**config.mk**
```make
export PLATFORM = sky130hd
export DESIGN_NAME = dmr_recovery_ctrl
export DESIGN_NICKNAME = d
export VERILOG_FILES = /design/src/rtl/dmr_recovery_ctrl.sv
export SDC_FILE = /design/constraint.sdc
export NUM_CORES = 1
export LEC_CHECK = 0
export ABC_AREA = 1
export CAP_MARGIN = 40
export CORE_MARGIN = 2
export CORE_UTILIZATION = 56
export DETAILED_ROUTE_END_ITERATION = 8
export HOLD_SLACK_MARGIN = 0.02
export PLACE_DENSITY_LB_ADDON = 0.1
export SLEW_MARGIN = 25
export SYNTH_ARGS = -nofsm -noshare
export SYNTH_HDL_FRONTEND = slang
export SYNTH_SLANG_ARGS = --single-unit
```
**constraint.sdc**
```tcl
create_clock -name clk_i -period 2.9 [get_ports clk_i]
set_input_delay 0.58 -clock clk_i [delete_from_list [all_inputs] [get_ports clk_i]]
set_output_delay 0.58 -clock clk_i [all_outputs]
set_load 0.05 [all_outputs]
```
**src/rtl/dmr_recovery_ctrl.sv**
```systemverilog
// ============================================================================
// Module   : dmr_recovery_ctrl
// Purpose  : Dual-modular-redundancy recovery sequencer (lockstep, drain, resync, fault).
//            Optional DRAIN/RESYNC timeout enabled by macro DMR_RECOVERY_TIMEOUT_EN.
// Revision : 1.0 - initial release
// ============================================================================
`default_nettype none

module dmr_recovery_ctrl #(
   parameter int NHARTS         = 2,
   parameter int MAX_RETRIES    = 3,
   parameter int CLEAN_WINDOW   = 256,
   parameter int TIMEOUT_CYCLES = 1024
) (
   input  logic              clk_i,
   input  logic              rst_ni,
   input  logic              enable_i,
   input  logic              cmp_error_i,
   input  logic              bus_idle_i,
   input  logic              sync_done_i,
   output logic [NHARTS-1:0] halt_o,
   output logic              resync_req_o,
   output logic              fault_o,
   output logic [7:0]        err_count_o,
   output logic [2:0]        state_o
);

   localparam int c_retry_w = $clog2(MAX_RETRIES + 1);
   localparam int c_clean_w = $clog2(CLEAN_WINDOW);
   localparam logic [c_retry_w-1:0] c_retry_max  = c_retry_w'(MAX_RETRIES);
   localparam logic [c_clean_w-1:0] c_clean_last = c_clean_w'(CLEAN_WINDOW - 1);

   if (NHARTS != 2 || MAX_RETRIES < 1 || CLEAN_WINDOW < 2 || TIMEOUT_CYCLES < 1) begin : g_param_check
      $error("dmr_recovery_ctrl: unsupported parameter set");
   end

   typedef enum logic [2:0] {
      ST_IDLE     = 3'd0,
      ST_LOCKSTEP = 3'd1,
      ST_DRAIN    = 3'd2,
      ST_RESYNC   = 3'd3,
      ST_FAULT    = 3'd4
   } state_t;

   state_t                r_state;
   state_t                w_state_next;
   logic [c_retry_w-1:0]  r_retry_cnt;
   logic [c_clean_w-1:0]  r_clean_cnt;
   logic [NHARTS-1:0]     r_halt;
   logic                  r_resync_req;
   logic                  r_fault;
   logic [7:0]            r_err_count;
   logic                  w_retry_clr;
   logic                  w_retry_inc;
   logic                  w_err_inc;
   logic                  w_clean_hit;
   logic                  w_tmo_hit;

   assign w_clean_hit = (r_state == ST_LOCKSTEP) && (r_clean_cnt == c_clean_last);

`ifdef DMR_RECOVERY_TIMEOUT_EN
   localparam int c_tmo_w = $clog2(TIMEOUT_CYCLES + 1);
   localparam logic [c_tmo_w-1:0] c_tmo_last = c_tmo_w'(TIMEOUT_CYCLES - 1);
   logic [c_tmo_w-1:0] r_tmo_cnt;

   assign w_tmo_hit = ((r_state == ST_DRAIN) || (r_state == ST_RESYNC)) && (r_tmo_cnt == c_tmo_last);

   // Restarts on every state change so DRAIN and RESYNC each get a full budget.
   always_ff @(posedge clk_i or negedge rst_ni) begin
      if (!rst_ni) begin
         r_tmo_cnt <= '0;
      end else if (w_state_next != r_state) begin
         r_tmo_cnt <= '0;
      end else if ((r_state == ST_DRAIN) || (r_state == ST_RESYNC)) begin
         r_tmo_cnt <= r_tmo_cnt + 1'b1;
      end else begin
         r_tmo_cnt <= '0;
      end
   end
`else
   assign w_tmo_hit = 1'b0;
`endif

   always_comb begin
      w_state_next = r_state;
      w_retry_clr  = 1'b0;
      w_retry_inc  = 1'b0;
      w_err_inc    = 1'b0;
      case (r_state)
         ST_IDLE: begin
            if (enable_i) begin
               w_state_next = ST_LOCKSTEP;
               w_retry_clr  = 1'b1;
            end
         end
         ST_LOCKSTEP: begin
            // An error in the same cycle as the window closing wins over the clear.
            if (cmp_error_i) begin
               w_state_next = ST_DRAIN;
               w_err_inc    = 1'b1;
            end else if (w_clean_hit) begin
               w_retry_clr  = 1'b1;
            end
         end
         ST_DRAIN: begin
            if (w_tmo_hit) begin
               w_state_next = ST_FAULT;
            end else if (bus_idle_i) begin
               w_state_next = (r_retry_cnt < c_retry_max) ? ST_RESYNC : ST_FAULT;
            end
         end
         ST_RESYNC: begin
            if (w_tmo_hit) begin
               w_state_next = ST_FAULT;
            end else if (sync_done_i) begin
               w_state_next = ST_LOCKSTEP;
               w_retry_inc  = 1'b1;
            end
         end
         ST_FAULT: w_state_next = ST_FAULT;
         default:  w_state_next = ST_IDLE;
      endcase
      if (!enable_i) begin
         w_state_next = ST_IDLE;
         w_retry_clr  = 1'b0;
         w_retry_inc  = 1'b0;
         w_err_inc    = 1'b0;
      end
   end

   always_ff @(posedge clk_i or negedge rst_ni) begin
      if (!rst_ni) begin
         r_state      <= ST_IDLE;
         r_retry_cnt  <= '0;
         r_clean_cnt  <= '0;
         r_halt       <= '0;
         r_resync_req <= 1'b0;
         r_fault      <= 1'b0;
         r_err_count  <= '0;
      end else begin
         r_state      <= w_state_next;
         // Outputs follow the next state so they change on the same edge as state_o.
         r_halt       <= {NHARTS{(w_state_next == ST_DRAIN) || (w_state_next == ST_RESYNC) ||
                                 (w_state_next == ST_FAULT)}};
         r_resync_req <= (w_state_next == ST_RESYNC);
         r_fault      <= (w_state_next == ST_FAULT);
         if (w_err_inc && (r_err_count != 8'hFF)) begin
            r_err_count <= r_err_count + 8'd1;
         end
         if (w_retry_clr) begin
            r_retry_cnt <= '0;
         end else if (w_retry_inc && (r_retry_cnt != c_retry_max)) begin
            r_retry_cnt <= r_retry_cnt + 1'b1;
         end
         if ((r_state == ST_LOCKSTEP) && (w_state_next == ST_LOCKSTEP) && !w_clean_hit) begin
            r_clean_cnt <= r_clean_cnt + 1'b1;
         end else begin
            r_clean_cnt <= '0;
         end
      end
   end

   assign halt_o       = r_halt;
   assign resync_req_o = r_resync_req;
   assign fault_o      = r_fault;
   assign err_count_o  = r_err_count;
   assign state_o      = r_state;

endmodule

`default_nettype wire
```
==> run summary, run 1 <==
The number of different library cells used by synthesis comes to 24. Routed wirelength normalized by instance count: 11.5 µm. By count the netlist is led by sky130_fd_sc_hd__nand2_1, sky130_fd_sc_hd__dfrtp_1, sky130_fd_sc_hd__inv_1, sky130_fd_sc_hd__nand3_1, sky130_fd_sc_hd__nor2_2. The kind of cell with the highest combined delay along the critical path is buffers and inverters. In this run the critical register-to-register path is captured at err_count_o[5].

The number of buffers added to fix hold violations after cts was 0. The worst hold path belongs to the class register to register. The initial cell density of the core was 58.8%. Counting every sink on the clock net gives 24. H-tree depth: 1.

Timing analysis after detailed placement gives a worst setup slack of 0.802 ns. The layout overhead on the synthesized area is 19.1%. The completed layout was analyzed and its total power is 0.817 mW. The signal on the critical path passes through clkdlybuf4s50_1.

The run gives 1.21 ns as the internal reg-to-reg setup slack. In this run the count of I/O pins placed on the die edge is 21. The post-CTS clock slew at the launch and capture registers of the worst setup and hold paths came out at 0.12 ns. In this run the core area contains 17 standard-cell rows.

The post-detailed-route count of antenna-violating nets was 0; the number of I/O port buffers was 20. The biggest fanout along the worst timing path is 5, and the share of cells above drive strength 1 is 13.5%. The post-route fraction of the period consumed by the critical path was 76.1%. Static timing analysis puts the maximum clock frequency at 453 MHz.

Of the post-synthesis cell area, the part taken by muxes is 0%. Summing all placed instances gives a cell area of 1510 µm². The worst hold path terminates at r_clean_cnt[0]. The largest single stage delay on the critical path is 0.84 ns. For the data required time at the worst endpoint, the log shows 2.32 ns. The tool flagged a number of max-cap violations equal to 0. The simple-gate portion of the synthesized area was 30.5%; the area fraction of the dominant cell type after synthesis was 46.6%.

The count of final hold-check violations is 0. Setup violations remaining at the end of the flow were counted as 0. The worst-case vdd ir drop came out at 0.592 mV. The final weighted congestion in routability-driven placement is 0.777, and the length in cells of the worst reg-to-reg path is 8. After detailed placement, the design holds a cell count of 196. For the number of gates resized after CTS, the log shows 0. Summed over all nets, the half-perimeter wirelength after detailed placement is 1780 µm. The die height came out at 52.0 µm. The number of antenna diodes came out at 0. The sum of buffers and inverters on the critical path came out at 1.

The tools report the combined area of all synthesized cells as 1290 µm². The floorplan step defined a core boundary enclosing 2190 µm². The post-route core utilization is 70.0%, and the gate count after technology mapping is 149. TritonCTS built the clock tree.

The tools report the total global routing overflow as 0. The hold path startpoint was r_clean_cnt[0]. The flow ran to the end, and the final reports show no timing, DRC or antenna violations.

The critical path is of the register to output pin type. The slowest cell on the critical path was sky130_fd_sc_hd__clkdlybuf4s50_1. Sort of element at the end of the critical path: an output pin.

The run gives 2280 µm as the wire length reported by the detailed router. The number of vias in the routed layout came out at 1,013. The post-synthesis share of cell area spent on full adders, half adders and majority gates came out at 2.92%.

The combinational family with the most area after synthesis is simple AND/OR/NAND/NOR gates. Counting every net in the synthesized netlist gives 158. The number of cells in the finished layout apart from fillers is 199. The worst endpoint data arrival time is 1.63 ns, and the clock period minus worst slack is 2.21 ns.

Entering global routing, the biggest net connects 25 pins. The tools report the insertion delay of the later-clocked pin in the worst-skew pair as 0.30 ns. Measured slew at the worst slew-check pin: 0.500 ns. For this run, the number of Yosys warnings is 0. The largest total area in the synthesized netlist belongs to sky130_fd_sc_hd__dfrtp_1. Setup repair after global routing left no endpoint under its margin.

In this run the critical register-to-register path is launched from err_count_o[1]. The post-synthesis sequential element count works out to 24. The final max-slew violation count is 0.

sky130_fd_sc_hd__nand2_1 is the most common cell in the netlist. The tools report the headroom to the max-slew limit as 66.5%. Yosys mapped a number of flops with a built-in enable equal to 0. In this run the deepest clock path goes through 2 buffers.

The first-pass detailed-route iteration total came out at 6. For the detailed-route DRC error count, the log shows 0. In this run the clock root is driven by a sky130_fd_sc_hd__clkbuf_4. Power spread over the standard cell area amounts to 532 nW/µm². The first global-routing pass estimated 4130 µm of wire. Kind of launch point of the worst setup path: a register.

The number of antenna violations at the first check in global routing was 0. Sorting the synthesized cells by area gives the leading types as sky130_fd_sc_hd__dfrtp_1, sky130_fd_sc_hd__nand2_1, sky130_fd_sc_hd__inv_1. Summing the areas of all xor and xnor instances in the mapped netlist gives 9.43% of the synthesized area. The number of clock buffers added by TritonCTS is 3.

The horizontal extent of the die is 52.0 µm. With fillers left out, the area of the finished cells amounts to 1530 µm². The slack of the critical path was 0.693 ns; the average vias per placed instance was 5.09.

The violation count after the first detailed-routing iteration was 21. The number of global-route vias before repair was 959; the setup fix buffers added after clock tree synthesis was 0. Between clock sinks in the finished design, the worst skew comes to 0.00172 ns. The run gives 20.3% as the overall routing resource usage. Total die area: 2700 µm². The share of synthesized registers carrying an async set or reset was 100%; the sequential cell area fraction in the yosys report was 46.6%. The number of nets in the layout was 182; the worst hold path cell count was 1. Commonest register cell after synthesis: sky130_fd_sc_hd__dfrtp_1. The synthesized-area fraction occupied by ao, oa, aoi and oai cells was 2.92%; the setup total negative slack was 0 ns. Final hold analysis gives a worst-case slack of 0.473 ns.

The leakage power summed over all cells is 0.748 nW. A synthesized cell averages 8.64 µm².
==> cell type report <==
cell class	count	area, µm²
Fill cell	181	657
Multi-Input combinational cell	102	589
Inverter	21	78.8
Sequential cell	24	601
Timing Repair Buffer	21	208
Tap cell	28	35.0
Clock buffer	3	22.5
==> worst reg2reg max path, delay by kind of cell (launching register included) <==
family,cells,cell delay [ns]
adder cells (fa/ha/maj),1,0.23
buffers and inverters,1,0.18
flip-flops,1,0.42
AND/OR/NAND/NOR,6,0.78
==> kinds of logic after synthesis <==
logic type      count (synthesis)
simple gates                   79
flops                          24
buf+inv                        23
xor+xnor                       13
compound gates                  7
fa+ha+maj                       3
==> flip-flops by register name, indices dropped and copies added, names as in the netlist <==
| name | cells |
|---|---|
| halt_o | 1 |
| resync_req_o | 1 |
| r_retry_cnt | 2 |
| state_o | 3 |
| r_clean_cnt | 8 |
| err_count_o | 8 |
| fault_o | 1 |
==> cell usage in the layout, fill, tap and decap left out, types with 2 or more instances in the layout <==
cell type	n
sky130_fd_sc_hd__xor2_1	8
sky130_fd_sc_hd__inv_1	19
sky130_fd_sc_hd__nand3_2	2
sky130_fd_sc_hd__inv_2	2
sky130_fd_sc_hd__ha_1	3
sky130_fd_sc_hd__nor3_1	2
sky130_fd_sc_hd__o21ai_1	2
sky130_fd_sc_hd__dfrtp_1	24
sky130_fd_sc_hd__xnor2_1	4
sky130_fd_sc_hd__nor2_2	10
sky130_fd_sc_hd__nand3_1	11
sky130_fd_sc_hd__clkbuf_4	3
sky130_fd_sc_hd__clkdlybuf4s50_1	20
sky130_fd_sc_hd__a21oi_1	2
sky130_fd_sc_hd__nand2_1	40
sky130_fd_sc_hd__o21ai_0	2
sky130_fd_sc_hd__nor2_1	9
==> routing by layer <==
metal | track usage [%] | vias up | share of wire [%]
li1 | - | 505 | -
met1 | 27.1 | 485 | 46
met2 | 34.0 | 21 | 50
met3 | 2.87 | 2 | 3.9
met4 | 6.58 | 0 | 0.53
met5 | 0 | - | 0
==> worst max-delay path by stage <==
stage | start | end | slack, ns | cells after the start
detailed placement | enable_i | err_count_o[1] | 0.80 | 7
finish | state_o[2] | state_o[2] | 0.69 | 1
global route | err_count_o[3] | err_count_o[3] | 0.63 | 1
CTS | state_o[2] | state_o[2] | 0.68 | 1
floorplan | err_count_o[1] | err_count_o[2] | 1.24 | 8
global placement | enable_i | err_count_o[7] | 0.85 | 7
==> where the power goes <==
part,internal (mW),switching [mW],total (mW)
registers,0.362,0.0343,0.396
logic,0.0958,0.184,0.279
clock network,0.0485,0.0923,0.141
(Power assumes the default switching activity.)
==> run 2: changes to the inputs <==
CORE_UTILIZATION = 52   (was 56)
clock period = 2.1 ns   (was 2.9 ns; I/O delays follow)
==> run 2 against run 1 <==
  * Worst hold slack got worse by 0.018 ns
  * Clock skew increased by 0.0044 ns
  * Register-to-register slack got worse by 0.76 ns
  * Sequential power increased by 38%
  * Routed wire length decreased by 0.70%
  * Sequential share of layout area decreased by 0.78 points
  * Cell count increased by 2.0%
  * Die area increased by 7.1%
  * First-iteration DRC count decreased by 19%
  * Global-route usage decreased by 0.95 points
  * Total power increased by 43%
  * Utilization decreased by 5.1 points
  * Critical endpoint is now err_count_o[4]
  * Largest power group unchanged
  * Highest routed layer unchanged
==> run summary, run 2 (synthesis gave the netlist of run 1 again) <==
The tools report the portion of total power attributed to combinational logic as 32.8% (was 34.2%). The worst-case vdd ir drop is 0.730 mV (was 0.592 mV), and the H-tree depth is 1 (unchanged). The length in cells of the worst reg-to-reg path works out to 8 (unchanged). The run finished with clean final reports. Cells traversed along the worst timing path: clkdlybuf4s50_1 (unchanged).

The run gives 0 (unchanged) as the number of buffers added to fix hold violations after cts. The run gives 0 (unchanged) as the count of final hold-check violations. The tools report the sort of element at the end of the critical path as an output pin (unchanged). The tools report the final weighted congestion in routability-driven placement as 0.740 (was 0.777).

The buffer cell driving the clock tree root was sky130_fd_sc_hd__clkbuf_4 (unchanged). The total internal power was 0.738 mW (was 0.506 mW); the final max-slew violation count was 0 (unchanged). TritonCTS built the clock tree. Slowest cell on the critical path: sky130_fd_sc_hd__clkdlybuf4s50_1 (unchanged). The cell area after placement is 1520 µm² (was 1510 µm²).

Setup fix buffers added after clock tree synthesis: 0 (unchanged). The violation count after the first detailed-routing iteration is 17 (was 21), and the post-detailed-route count of antenna-violating nets is 0 (unchanged). The launching element of the worst setup path is err_count_o[4] (was state_o[2]). The number of antenna diodes is 0 (unchanged), and the power per cell area is 748 nW/µm² (was 532 nW/µm²). The post-CTS clock slew at the launch and capture registers of the worst setup and hold paths is 0.13 ns (was 0.12 ns), and the logic depth of the worst setup path including buffers is 1 (unchanged). The endpoint of the worst register-to-register path was err_count_o[5] (unchanged). The run gives 4 (was 6) as the first-pass detailed-route iteration total.

The tools report the maximum number of pins on one net before global-route repair as 25 (unchanged). The launch instance of the worst register-to-register path is err_count_o[1] (unchanged). The worst path in the final design needs a cycle of 2.03 ns, including I/O delays and setup. Timing would allow up to 492 MHz.

Worst hold-check path type: primary input to asynchronous set/reset pin (was register to register). The tools report the final design instance area without fill as 1570 µm² (was 1530 µm²). The logs give 19.4% (was 20.3%) for the overall routing resource usage and 601 µm² (unchanged) for the combined flip-flop and latch cell area. For the number of vias in the routed layout, the log shows 995 (was 1,013). The endpoint of the worst setup timing path was err_count_o[4] (was state_o[2]). The tools report the multi-input gate area in the final layout as 589 µm² (unchanged). The tools report the sink count of the clock tree as 24 (unchanged). The number of placed I/O pins is 21 (unchanged). The number of fill cells in the layout was 232 (was 181); the placeable core region was 2410 µm² (was 2190 µm²). The number of antenna violations at the first check in global routing was 0 (unchanged). The biggest fanout along the worst timing path is 5 (unchanged), and the horizontal extent of the die is 53.8 µm (was 52.0 µm). For the initial cell density of the core, the log shows 53.4% (was 58.8%).

The internal reg-to-reg setup slack is 0.45 ns (was 1.21 ns). The tools report the count of final setup violators as 0 (unchanged). Type of the setup path with the least slack: register to output pin (unchanged). The data required time at the worst endpoint came out at 1.68 ns (was 2.32 ns). For the worst endpoint data arrival time, the log shows 1.61 ns (was 1.63 ns). The tools report the first-pass GRT wire length as 4060 µm (was 4130 µm). The clock group share of total power came out at 20.5% (was 17.2%).

The total of max-cap violations was 0 (unchanged). The number of global-route vias before repair came out at 962 (was 959). For the post-route core utilization, the log shows 65.0% (was 70.0%). The site row count is 18 (was 17), and the leakage power summed over all cells is 0.810 nW (was 0.748 nW). The measured slew at the worst slew-check pin is 0.506 ns (was 0.500 ns), and the headroom to the max-slew limit is 66.2% (was 66.5%).

Setup repair after global routing left no endpoint under its margin. The number of I/O port buffers was 20 (unchanged); the number of buffers between clock root and the deepest sink was 2 (unchanged). The tools report the detailed placement HPWL as 1760 µm (was 1780 µm). Die height: 53.8 µm (was 52.0 µm).

The delay of the slowest critical-path stage was 0.84 ns (about the same). Layout overhead on the synthesized area: 21.6% (was 19.1%). The run gives 3 (unchanged) as the clock buffer count from CTS.

Family with the most delay on the worst path: buffers and inverters (unchanged). The logs give 183 (was 182) for the number of nets in the layout and 2270 µm (was 2280 µm) for the wire length reported by the detailed router. The most common cell after layout, fill and taps aside is sky130_fd_sc_hd__nand2_1 (unchanged). The total global routing overflow was 0 (unchanged).

For the total die area, the log shows 2890 µm² (was 2700 µm²). The final worst clock skew was 0.00612 ns (was 0.00172 ns). The sum of buffers and inverters on the critical path was 1 (unchanged). Dividing the final minimum period by the clock period gives 96.9%. The setup total negative slack is 0 ns (unchanged). Most frequent cells in the layout: sky130_fd_sc_hd__nand2_1, sky130_fd_sc_hd__dfrtp_1, sky130_fd_sc_hd__inv_1 (was sky130_fd_sc_hd__nand2_1, sky130_fd_sc_hd__dfrtp_1, sky130_fd_sc_hd__clkdlybuf4s50_1). For the insertion delay of the later-clocked pin in the worst-skew pair, the log shows 0.32 ns (was 0.30 ns). Switching power share of the total: 36.9% (was 38.0%).

The number of gates resized after CTS is 0 (unchanged), and the routed wirelength normalized by instance count is 11.2 µm (was 11.5 µm). The share of cells above drive strength 1 works out to 14.5% (was 13.5%). The average vias per placed instance was 4.90 (was 5.09); the detailed-route DRC error count was 0 (unchanged). The portion of total power attributed to sequential cells was 46.7% (was 48.6%); the net switching power of the design was 0.432 mW (was 0.310 mW). Kind of launch point of the worst setup path: a register (unchanged).
==> run 2: changes by cell type in the layout (fill, tap and decap cells not counted) <==
cell                              change
sky130_fd_sc_hd__buf_4                +1
sky130_fd_sc_hd__clkdlybuf4s50_1      -3
sky130_fd_sc_hd__dlymetal6s2s_1       +3
sky130_fd_sc_hd__clkbuf_8             +1
==> run 2: area by class of cell <==
type / count / share of cell area, %
Clock buffer: 4 / 2.32
Inverter: 21 / 5.04
Multi-Input combinational cell: 102 / 37.6
Sequential cell: 24 / 38.4
Tap cell: 30 / 2.40
Timing Repair Buffer: 22 / 14.2
==> run 2: worst min path at each step <==
stage	from	to	slack, ns	cells past startpoint
2_1_floorplan	rst_ni	err_count_o[0]	0.12	0
3_3_place_gp	r_clean_cnt[0]	r_clean_cnt[0]	0.46	1
3_5_place_dp	r_clean_cnt[0]	r_clean_cnt[0]	0.46	1
4_1_cts	rst_ni	r_retry_cnt[1]	0.46	2
5_1_grt	rst_ni	halt_o[0]	0.47	2
6_report	rst_ni	err_count_o[6]	0.46	2
==> run 2: metrics by stage <==
step	cells	hold WS (ns)	total power, mW	setup WS, ns
floorplan	149	0.124	0.816	0.437
global placement	199	0.458	0.941	0.280
detailed placement	199	0.464	0.944	0.243
CTS	203	0.463	1.19	0.0185
global route	203	0.472	1.24	0.0106
finish	203	0.456	1.17	0.0660
==> run 2: layer usage <==
metal	vias to the layer above	GRT usage, %	wire length, µm
met1	458	24.5	1030
met3	5	3.06	115
met4	0	7.69	38
met5	-	0	0
li1	508	-	-
met2	24	32.9	1080
==> run 2: power by group through the flow <==
stage	clock (mW)	sequential, mW	combinational, mW
5_1_grt	0.271	0.552	0.418
6_report	0.240	0.546	0.384
4_1_cts	0.249	0.547	0.391
3_3_place_gp	0	0.555	0.386
3_5_place_dp	0	0.554	0.390
2_1_floorplan	0	0.679	0.137
